<file path="config.mk">
export PLATFORM = sky130hd
export DESIGN_NAME = bcd_display_flat
export DESIGN_NICKNAME = d
export VERILOG_FILES = /design/src/rtl/bcd_display_if.sv /design/src/rtl/bcd_display.sv /design/src/flat_wrapper.sv
export SDC_FILE = /design/constraint.sdc
export NUM_CORES = 1
export LEC_CHECK = 0
export CAP_MARGIN = 25
export CORE_MARGIN = 2
export CORE_UTILIZATION = 45
export DETAILED_ROUTE_END_ITERATION = 6
export DONT_BUFFER_PORTS = 1
export PLACE_DENSITY = 0.58
export SETUP_SLACK_MARGIN = 0.3
export SYNTH_ARGS = -nofsm -noshare
export SYNTH_HDL_FRONTEND = slang
export SYNTH_SLANG_ARGS = --single-unit
export TNS_END_PERCENT = 30
</file>
<file path="constraint.sdc">
create_clock -name CLOCK_50 -period 4.65 [get_ports CLOCK_50]
set_input_delay 0.2325 -clock CLOCK_50 [delete_from_list [all_inputs] [get_ports CLOCK_50]]
set_output_delay 0.2325 -clock CLOCK_50 [all_outputs]
set_load 0.01 [all_outputs]
</file>
<file path="src/rtl/bcd_display_if.sv">
`default_nettype none
// ============================================================================
// Module   : bcd_display_if
// Purpose  : Request/result bundle between a binary source and bcd_display.
//            The HEX member exists only when SEG7_DECODE_EN is defined.
// Revision : 1.0
// ============================================================================
interface bcd_display_if #(
   parameter int WIDTH  = 10,
   parameter int DIGITS = 4
);
   logic [WIDTH-1:0]    bin;
   logic                load;
   logic                busy;
   logic                valid;
   logic [4*DIGITS-1:0] bcd;
`ifdef SEG7_DECODE_EN
   logic [7*DIGITS-1:0] HEX;

   modport master (output bin, load, input busy, valid, bcd, HEX);
   modport slave  (input bin, load, output busy, valid, bcd, HEX);
`else
   modport master (output bin, load, input busy, valid, bcd);
   modport slave  (input bin, load, output busy, valid, bcd);
`endif
endinterface
`default_nettype wire

</file>
<file path="src/rtl/bcd_display.sv">
`default_nettype none
// ============================================================================
// Module   : bcd_display
// Purpose  : Iterative double-dabble binary-to-BCD converter, one bit per clock,
//            with optional active-low 7-segment decode (macro SEG7_DECODE_EN).
// Revision : 1.0
// ============================================================================
module bcd_display #(
   parameter int WIDTH  = 10,
   parameter int DIGITS = 4
) (
   input  wire           CLOCK_50,
   input  wire           Resetn,
   bcd_display_if.slave  disp
);
   localparam int BCD_W = 4 * DIGITS;
   localparam int CNT_W = $clog2(WIDTH + 1);

   typedef enum logic [0:0] {
      IDLE = 1'b0,
      CONV = 1'b1
   } state_t;

   state_t             state_q, state_d;
   logic [WIDTH-1:0]   shift_q, shift_d;
   logic [BCD_W-1:0]   scratch_q, scratch_d;
   logic [CNT_W-1:0]   cnt_q, cnt_d;
   logic [BCD_W-1:0]   bcd_q, bcd_d;
   logic               valid_q, valid_d;
   logic [BCD_W-1:0]   adj;

   always_ff @(posedge CLOCK_50 or negedge Resetn) begin
      if (!Resetn) begin
         state_q   <= IDLE;
         shift_q   <= '0;
         scratch_q <= '0;
         cnt_q     <= '0;
         bcd_q     <= '0;
         valid_q   <= 1'b0;
      end else begin
         state_q   <= state_d;
         shift_q   <= shift_d;
         scratch_q <= scratch_d;
         cnt_q     <= cnt_d;
         bcd_q     <= bcd_d;
         valid_q   <= valid_d;
      end
   end

   always_comb begin
      state_d   = state_q;
      shift_d   = shift_q;
      scratch_d = scratch_q;
      cnt_d     = cnt_q;
      bcd_d     = bcd_q;
      valid_d   = 1'b0;
      adj       = scratch_q;

      // Nibbles >= 5 would exceed 9 after doubling, so pre-correct them by 3.
      for (int i = 0; i < DIGITS; i++) begin
         if (scratch_q[4*i +: 4] >= 4'd5) begin
            adj[4*i +: 4] = scratch_q[4*i +: 4] + 4'd3;
         end
      end

      case (state_q)
         IDLE: begin
            if (disp.load) begin
               shift_d   = disp.bin;
               scratch_d = '0;
               cnt_d     = CNT_W'(WIDTH);
               state_d   = CONV;
            end
         end
         CONV: begin
            {scratch_d, shift_d} = {adj[BCD_W-2:0], shift_q, 1'b0};
            cnt_d = cnt_q - CNT_W'(1);
            if (cnt_q == CNT_W'(1)) begin
               bcd_d   = scratch_d;
               valid_d = 1'b1;
               state_d = IDLE;
            end
         end
         default: state_d = IDLE;
      endcase
   end

   assign disp.busy  = (state_q == CONV);
   assign disp.valid = valid_q;
   assign disp.bcd   = bcd_q;

`ifdef SEG7_DECODE_EN
   function automatic logic [6:0] seg7(input logic [3:0] code);
      logic [6:0] seg;
      case (code)
         4'd0:    seg = 7'b1000000;
         4'd1:    seg = 7'b1111001;
         4'd2:    seg = 7'b0100100;
         4'd3:    seg = 7'b0110000;
         4'd4:    seg = 7'b0011001;
         4'd5:    seg = 7'b0010010;
         4'd6:    seg = 7'b0000010;
         4'd7:    seg = 7'b1111000;
         4'd8:    seg = 7'b0000000;
         4'd9:    seg = 7'b0010000;
         default: seg = 7'b1111111;
      endcase
      return seg;
   endfunction

   for (genvar gi = 0; gi < DIGITS; gi++) begin : g_seg
      assign disp.HEX[7*gi +: 7] = seg7(bcd_q[4*gi +: 4]);
   end
`endif

endmodule
`default_nettype wire
</file>
<file path="src/flat_wrapper.sv">
// flat-port wrapper written by rule: the top's interface ports become plain ports
module bcd_display_flat 
#(
   parameter int WIDTH  = 10,
   parameter int DIGITS = 4
)
  (CLOCK_50, Resetn, disp_bin, disp_load, disp_busy, disp_valid, disp_bcd);
  bcd_display_if #(.WIDTH(WIDTH), .DIGITS(DIGITS)) disp_i ();
  input  wire CLOCK_50;
  input  wire Resetn;
  input wire logic [$bits(disp_i.bin)-1:0] disp_bin;
  input wire logic [$bits(disp_i.load)-1:0] disp_load;
  output wire logic [$bits(disp_i.busy)-1:0] disp_busy;
  output wire logic [$bits(disp_i.valid)-1:0] disp_valid;
  output wire logic [$bits(disp_i.bcd)-1:0] disp_bcd;
  assign disp_i.bin = disp_bin;
  assign disp_i.load = disp_load;
  assign disp_busy = disp_i.busy;
  assign disp_valid = disp_i.valid;
  assign disp_bcd = disp_i.bcd;
  bcd_display #(.WIDTH(WIDTH), .DIGITS(DIGITS)) u_core (.CLOCK_50(CLOCK_50), .Resetn(Resetn), .disp(disp_i));
endmodule
</file>
==> flow_summary.ini, run 1 <==
[worst_setup_path]
cp_cell_sequence = nand3_1 -> inv_2 -> mux2_2
endpoint_kind = flop
cp_slowest_stage_delay_ns = 0.99
path_max_fanout = 52
worst_path_max_delay_cell = dfrtp_2
startpoint_type = flop
reg2reg_depth = 3
arrival_ns = 2.88
worstPathRequired_ns = 4.84
critical_path_class = reg2reg

[die]
dieArea_sq_um = 5790
dieWidth_um = 76.1
design.core.area_sq_um = 5070
placementRows = 26
ios = 31
die_y_um = 76.1
initial_core_util_pct = 46.1

[detailed_routing]
wire_per_inst_um = 14.4
dr.first_iter.drc_count = 37
vias_per_cell = 5.22
drt_wl_total_um = 4080
ant_nets = 0
drc = 0
num_vias = 1483
dr.pass1.iters = 4

[grt]
grt_pass1_wl_um = 7200
track_usage_pct = 15.5
grt_max_degree = 53
grt_pass1_vias = 1529
overflow = 0
antenna_found_initial = 0

[yosys]
synth.distinct_cells = 25
syn-num-nets = 238
ys_top_cells_by_area = dfrtp_1 (51%), mux2i_1 (9.4%), ha_1 (5.4%)
synth_top_cell_by_area = dfrtp_1
syn_inst = 215
synth.yosys.seq_area_share_pct = 51.4
synthDominantCellAreaShare_pct = 51.4
ys_ff_latch = 48
avgSynthCellArea_sq_um = 10.9
synth_area_sq_um = 2340
yosys_warnings = 0

[sta]
fin_crit_sh_pct = 57.9
rsz0062_at_grt = false
skew_ns = 0.00286
setup_viol = 0
relSlewSlack_pct = 37.8
min_period_ns = 2.69
drv_slew = 0
holdWs_ns = 0.0205
layout_setup_ws_ns = 1.96
fmax_mhz = 371
hold_viol = 0
setup_tns_ns = 0
tightest_slew_ns = 0.934

[final_layout]
nFillCells = 483
stdcell_count = 284
area_growth_pct = 7.01
fin_nets = 236
drive_above_1_share_pct = 10.3
n_antenna_cell = 0

[clock_tree]
cts_buffers = 5
clock_sinks = 48
cts_tree = built
cts.repair.resized = 0
clk_pin_slew_ns = 0.08
htreeDepth = 2
cts-root-buf = clkbuf_8
worstSkewPairLatency_ns = 0.29
clockBufferDepth = 2

[hold_path]
hold_depth = 1
hp-class = in2reg

[power_and_ir_drop]
leakage_nw = 1.20
p_per_area_nw_per_um2 = 687
power.total_mw = 1.72
peakVddDrop_uv = 260

[job]
drv_cap = 0

[place]
place_ws_ns = 1.93
dp.cells = 274
gp_congestion = 0.786
port_buffers = 0
dpl.hpwl_um = 2710

[status]
run_status = finished clean
## critical path, delay by kind of cell (launching register included)
family | cells | cell delay [ns]
buffers and inverters | 1 | 0.45
DFF | 1 | 0.99
muxes | 1 | 0.37
and+or+nand+nor | 1 | 0.76
## layer usage
metal  vias to the layer above  routed length [um]  part of all wire (%)  GRT usage [%]
li1                        722                   -                     -              -
met3                         4                 175                   4.3           5.21
met4                         0                  40                  0.98           5.27
met1                       724                1800                    44           18.1
met2                        33                2060                    51           26.8
met5                         -                   0                     0              0
## per-stage QoR
stage | cell area [sq um] | utilization, %
3_5_place_dp | 2370 | 46.8
2_1_floorplan | 2340 | -
4_1_cts | 2500 | 49.3
5_1_grt | 2500 | 49.3
6_report | 2500 | 49.3
3_3_place_gp | 2370 | 46.8
## cell type report
type | count | area [sq um] | area share, %
Tap cell | 70 | 87.6 | 3.50
Timing Repair Buffer | 2 | 37.5 | 1.50
Clock buffer | 8 | 90.1 | 3.60
Inverter | 11 | 41.3 | 1.65
Sequential cell | 48 | 1200 | 48.1
Multi-Input combinational cell | 145 | 1040 | 41.7
## path summary, 6_finish.rpt
check / slack (ns) / to / from
max: 1.96 / u_core.disp.bcd[9]$_DFFE_PN0P_ / u_core.disp.busy$_DFF_PN0_
min: 0.02 / u_core.scratch_q[0]$_DFFE_PN0P_ / disp_load
max in group asynchronous: 3.98 / u_core.disp.busy$_DFF_PN0_ / Resetn
max reg2reg: 1.96 / u_core.disp.bcd[9]$_DFFE_PN0P_ / u_core.disp.busy$_DFF_PN0_
min in group asynchronous: 0.44 / u_core.scratch_q[11]$_DFFE_PN0P_ / Resetn
min reg2reg: 0.49 / u_core.shift_q[7]$_DFFE_PN0P_ / u_core.shift_q[6]$_DFFE_PN0P_
## timing repair
action	4_1_cts	5_1_grt
buffers inserted	0	0
hold buffers	2	0
hold endpoints to repair	48	0
## sequential cells by signal (all words and copies together), names as in the netlist
| register | flops |
|---|---|
| u_core.disp.valid | 1 |
| u_core.disp.busy | 1 |
| u_core.shift_q | 10 |
| u_core.cnt_q | 4 |
| u_core.scratch_q | 16 |
| u_core.disp.bcd | 16 |
## cells by family (layout without fill, tap and decap cells)
family,Yosys count,in the layout,share of synthesized area (%)
buffers and inverters,22,21,4.01
AO/OA/AOI/OAI,43,43,11.0
AND/OR/NAND/NOR,57,57,12.6
XOR/XNOR,6,6,2.25
flip-flops,48,48,51.4
multiplexers,29,29,13.4
adder cells (fa/ha/maj),10,10,5.35
## cell usage in the layout, fill, tap and decap left out, drive strengths merged, types with 7 or more instances in the layout
cell    netlist  routed
dfrtp        48      48
mux2i        22      22
nand2        22      22
o21ai        21      21
nand2b       13      13
a21oi        13      13
inv          11      11
nor3b        10      10
ha           10      10
clkbuf        4       8
nor3          7       7
a21o          7       7
mux2          7       7
## cell usage after synthesis, drive strengths merged
library cell,count
a21oi,13
ha,10
nand2b,13
mux2i,22
clkbuf,4
mux2,7
xor2,1
nor3,7
o31ai,1
a21o,7
nand2,22
nor3b,10
nor2,4
inv,11
a22o,1
buf,7
nand3,1
xnor2,5
dfrtp,48
o21ai,21
## report_power, final
| group | switching, mW | total (mW) | internal, mW |
|---|---|---|---|
| Sequential | 0.229 | 0.833 | 0.604 |
| Clock | 0.134 | 0.256 | 0.122 |
| Combinational | 0.294 | 0.629 | 0.335 |
| Total | 0.657 | 1.72 | 1.06 |
Note: power is estimated with default switching activity, not from simulation.
==> inputs of run 2 (changes only) <==
ABC_AREA = 1   (was not set)
clock period = 2.49 ns   (was 4.65 ns; I/O delays follow)
==> flow_summary.ini, run 2 <==
[sta]
hold_viol = 0
fmax_mhz = 694
relSlewSlack_pct = 55.1
setup_viol = 0
rsz0062_at_grt = false
skew_ns = 0.00675
min_period_ns = 1.44
fin_crit_sh_pct = 57.9
drv_slew = 0
setup_tns_ns = 0
tightest_slew_ns = 0.671

[yosys]
async_flop_share_pct = 100
synthTopCellsByCount = nand2_1 (94), dfrtp_1 (48), nand3_1 (29)
ys_top_cells_by_area = dfrtp_1 (53%), nand2_1 (15%), nand3_1 (6.3%)
ys_ff_latch = 48
yosys_warnings = 0
syn_inst = 266
synthSimpleGateAreaFrac_pct = 26.3
muxShareOfSynthArea_pct = 0
synth_area_sq_um = 2290
synth_edf_count = 0
synth_compound_area_share_pct = 8.43
syn-num-nets = 289
synth_top_cell_by_area = dfrtp_1
avgSynthCellArea_sq_um = 8.59
synthMostInstantiatedCell = nand2_1
synthDominantCellAreaShare_pct = 52.5
synth.distinct_cells = 19
synth_top_family_by_area = simple AND/OR/NAND/NOR gates
synthAdderAreaFrac_pct = 5.47
synth_ff_type = dfrtp_1
synthXorXnorAreaFrac_pct = 0.383
synth.yosys.seq_area_share_pct = 52.5

[worst_setup_path]
startpoint_type = flop
critical_path_class = reg2reg
endpoint_kind = flop
worstPathRequired_ns = 2.71
arrival_ns = 1.66
path_max_fanout = 11

[clock_tree]
cts.repair.resized = 0
clockBufferDepth = 2
cts-root-buf = clkbuf_8
htreeDepth = 2
cts_buffers = 5
clock_sinks = 48
cts_tree = built
worstSkewPairLatency_ns = 0.30
clk_pin_slew_ns = 0.09

[status]
run_status = finished clean

[final_layout]
stdcell_count = 347
n_antenna_cell = 0
post-route-util_pct = 53.2
mostFrequentLayoutCell = nand2_1
mostFrequentLayoutCells = nand2_1 (94), dfrtp_1 (48), nand3_1 (29)
nFillCells = 470
drive_above_1_share_pct = 5.00
fin_nets = 302
area_growth_pct = 12.0

[die]
dieArea_sq_um = 5670
dieWidth_um = 75.3
initial_core_util_pct = 47.5
die_y_um = 75.3
ios = 31
design.core.area_sq_um = 4820
placementRows = 25

[detailed_routing]
dr.pass1.iters = 4
vias_per_cell = 5.10
num_vias = 1770
dr.first_iter.drc_count = 78
ant_nets = 0
wire_per_inst_um = 13.4
drt_wl_total_um = 4630
drc = 0

[grt]
grt_max_degree = 49
met2_usage_pct = 29.2
antenna_found_initial = 0
grt_pass1_vias = 1724
grt_pass1_wl_um = 7980
use_met1_pct = 26.1
overflow = 0
grt.busiest_layer = met2
track_usage_pct = 18.8
grt_util_met3_pct = 4.95

[hold_path]
hp-class = in2reg

[place]
gp_congestion = 0.808
dpl.hpwl_um = 3030
port_buffers = 0
dp.cells = 327

[power_and_ir_drop]
leakage_nw = 1.30
p_per_area_nw_per_um2 = 1310
peakVddDrop_uv = 525

[job]
drv_cap = 0
## run 2: layout make-up
cell class | instances | area (sq um) | share of cell area, %
clock inverter | 1 | 7.51 | 0.293
inverter | 25 | 93.8 | 3.66
tap | 67 | 83.8 | 3.27
timing repair buffer | 15 | 160 | 6.25
multi-input combinational | 184 | 928 | 36.2
sequential | 48 | 1200 | 46.9
clock buffer | 7 | 86.3 | 3.37
## run 2: what timing repair did
item | CTS | global route
hold endpoints to repair | 58 | 0
buffers inserted | 0 | 0
hold buffers | 12 | 0
## run 2: per-stage QoR
| step | cell area [sq um] | power, mW | hold WS [ns] | worst slack [ns] |
|---|---|---|---|---|
| floorplan | 2290 | 2.55 | -0.171 | 1.31 |
| global placement | 2330 | 2.84 | -0.170 | 1.10 |
| detailed placement | 2330 | 2.86 | -0.170 | 1.07 |
| CTS | 2560 | 3.39 | 0.0287 | 1.05 |
| global route | 2560 | 3.71 | 0.0628 | 0.907 |
| finish | 2560 | 3.35 | 0.0401 | 1.05 |
## run 2: worst max-delay path, cell delays in order (launching register included)
cell and delay (ns):
dfrtp_1 0.52, nor2_1 0.59, nand2_1 0.15, o211ai_1 0.12
## run 2: worst paths after layout
kind	start	endpoint	slack, ns	cells after the start
setup / recovery	u_core.disp.busy$_DFF_PN0_	u_core.shift_q[9]$_DFFE_PN0P_	1.05	3
hold / removal	disp_load	u_core.shift_q[1]$_DFFE_PN0P_	0.04	3
setup reg to reg	u_core.disp.busy$_DFF_PN0_	u_core.shift_q[9]$_DFFE_PN0P_	1.05	3
hold reg to reg	u_core.scratch_q[13]$_DFFE_PN0P_	u_core.scratch_q[13]$_DFFE_PN0P_	0.48	2
max in group asynchronous	Resetn	u_core.disp.bcd[14]$_DFFE_PN0P_	1.95	2
min in group asynchronous	Resetn	u_core.scratch_q[2]$_DFFE_PN0P_	0.31	2
## run 2: logic make-up after synthesis
| kind of cell | count (synthesis) |
|---|---|
| XOR/XNOR | 1 |
| AND/OR/NAND/NOR | 141 |
| adder cells (fa/ha/maj) | 10 |
| AO/OA/AOI/OAI | 32 |
| buffers and inverters | 34 |
| flip-flops | 48 |
## run 2: where the power goes
group          leakage (nW)  switching (mW)  total (mW)  internal, mW
logic                 0.652           0.888        1.40         0.511
clock network        0.0445           0.258       0.484         0.226
registers             0.602           0.325        1.47          1.14
## run 2: metal layers
metal  up-vias  share of wire, %
met5         -                 0
met4         0              0.47
met3         2               4.1
met2        30                46
met1       836                50
li1        902                 -
==> inputs of run 3 (changes only) <==
ABC_AREA = 0   (was 1)
clock period = 1.34 ns   (was 2.49 ns; I/O delays follow)
==> flow_summary.ini, run 3 (synthesized netlist as in run 1, its figures left out) <==
[status]
run_status = finished with violations
violations = negative hold slack, negative setup slack

[power_and_ir_drop]
leakage_nw = 1.41
peakVddDrop_uv = 823
p_per_area_nw_per_um2 = 2460

[final_layout]
n_antenna_cell = 0
area_growth_pct = 30.9
stdcell_count = 321
post-route-util_pct = 60.3
mostFrequentLayoutCells = dfrtp_1 (45), buf_4 (23), nand2_1 (22)
mostFrequentLayoutCell = dfrtp_1
drive_above_1_share_pct = 33.5
fin_nets = 273

[detailed_routing]
vias_per_cell = 5.21
drt_wl_total_um = 4750
drc = 0
num_vias = 1674
dr.pass1.iters = 4
dr.first_iter.drc_count = 62
ant_nets = 0
wire_per_inst_um = 14.8

[clock_tree]
htreeDepth = 2
cts_buffers = 5
clk_pin_slew_ns = 0.09
clock_sinks = 48
cts_hold_buf = 12
cts_tree = built
clockBufferDepth = 2
worstSkewPairLatency_ns = 0.30
cts-root-buf = clkbuf_8

[sta]
relSlewSlack_pct = 80.6
layout_setup_ws_ns = -0.0878
fmax_mhz = 700
rsz0062_at_grt = true
min_period_ns = 1.43
skew_ns = 0.0108
fin_crit_sh_pct = 107
holdWs_ns = -0.551
setup_viol = 13
hold_viol = 48
tightest_slew_ns = 0.291
drv_slew = 0

[die]
design.core.area_sq_um = 5070
dieWidth_um = 76.1
die_y_um = 76.1
initial_core_util_pct = 46.1
placementRows = 26
ios = 31
dieArea_sq_um = 5790

[grt]
grt_pass1_wl_um = 8050
grt_max_degree = 49
antenna_found_initial = 0
grt_pass1_vias = 1706
overflow = 0
track_usage_pct = 17.5

[worst_setup_path]
arrival_ns = 1.67
startpoint_type = flop
path_max_fanout = 3
cp_slowest_stage_delay_ns = 0.45
endpoint_kind = flop
cp_cell_sequence = ha_4 -> nand2b_4 -> a21oi_4 -> mux2i_2 -> mux2_4
worst_path_max_delay_cell = dfrtp_2
critical_path_class = reg2reg
worstPathRequired_ns = 1.58

[place]
dpl.hpwl_um = 2960
dp.cells = 292
gp_congestion = 0.799
port_buffers = 0

[hold_path]
hp-class = in2async

[job]
drv_cap = 0
## run 3: final timing paths
path                                                 start                              end  slack (ns)  cells after the start
max reg2reg                u_core.scratch_q[0]$_DFFE_PN0P_   u_core.disp.bcd[2]$_DFFE_PN0P_       -0.09                      5
min                                                 Resetn  u_core.disp.bcd[12]$_DFFE_PN0P_       -0.55                      0
min in group CLOCK_50                            disp_load    u_core.shift_q[8]$_DFFE_PN0P_        0.01                      2
max                        u_core.scratch_q[0]$_DFFE_PN0P_   u_core.disp.bcd[2]$_DFFE_PN0P_       -0.09                      5
min reg2reg                  u_core.shift_q[4]$_DFFE_PN0P_    u_core.shift_q[5]$_DFFE_PN0P_        0.49                      2
max in group asynchronous                           Resetn  u_core.scratch_q[8]$_DFFE_PN0P_        1.79                      0
## run 3: final cells by class
cell class | count | area (sq um)
tap | 70 | 87.6
timing repair buffer | 39 | 352
inverter | 11 | 43.8
multi-input combinational | 145 | 1270
fill | 427 | 2020
sequential | 48 | 1200
clock buffer | 8 | 100
## run 3: what timing repair did
action | in CTS | in global routing
pin swaps | 4 | 7
resized for setup | 16 | 24
hold endpoints to repair | 78 | 48
buffers inserted | 5 | 4
gates cloned | 0 | 0
setup endpoints to repair | 38 | 39
## run 3: routing by layer
layer	global-route usage, %	wire length [um]	vias up
li1	-	-	801
met1	20.7	2020	825
met2	29.5	2430	35
met3	5.33	191	13
met4	7.82	106	0
met5	0	0	-
## run 3: report_power, final
group	leakage, nW	switching [mW]	internal, mW
Sequential	0.605	0.694	2.10
Combinational	0.749	1.64	2.14
Clock	0.0515	0.467	0.472
## run 3: metrics by stage
stage / area [sq um] / hold WS, ns / TNS, ns / setup slack [ns] / total power [mW]
6_report: 3060 / -0.551 / -0.555 / -0.0878 / 7.52
5_1_grt: 3060 / -0.573 / -1.90 / -0.140 / 8.07
4_1_cts: 2940 / -0.564 / -0.710 / -0.0929 / 7.19
3_5_place_dp: 2600 / -0.228 / -0.675 / -0.130 / 5.80
3_3_place_gp: 2600 / -0.228 / -0.168 / -0.0380 / 5.63
2_1_floorplan: 2430 / -0.229 / -0.0532 / -0.0323 / 4.98
## run 3: critical path, delay by kind of cell, from the launching register on
family	cells	cell delay [ns]
DFF	1	0.45
muxes	2	0.45
AOI/OAI and AO/OA	1	0.18
adders and majority gates	1	0.16
and+or+nand+nor	1	0.14
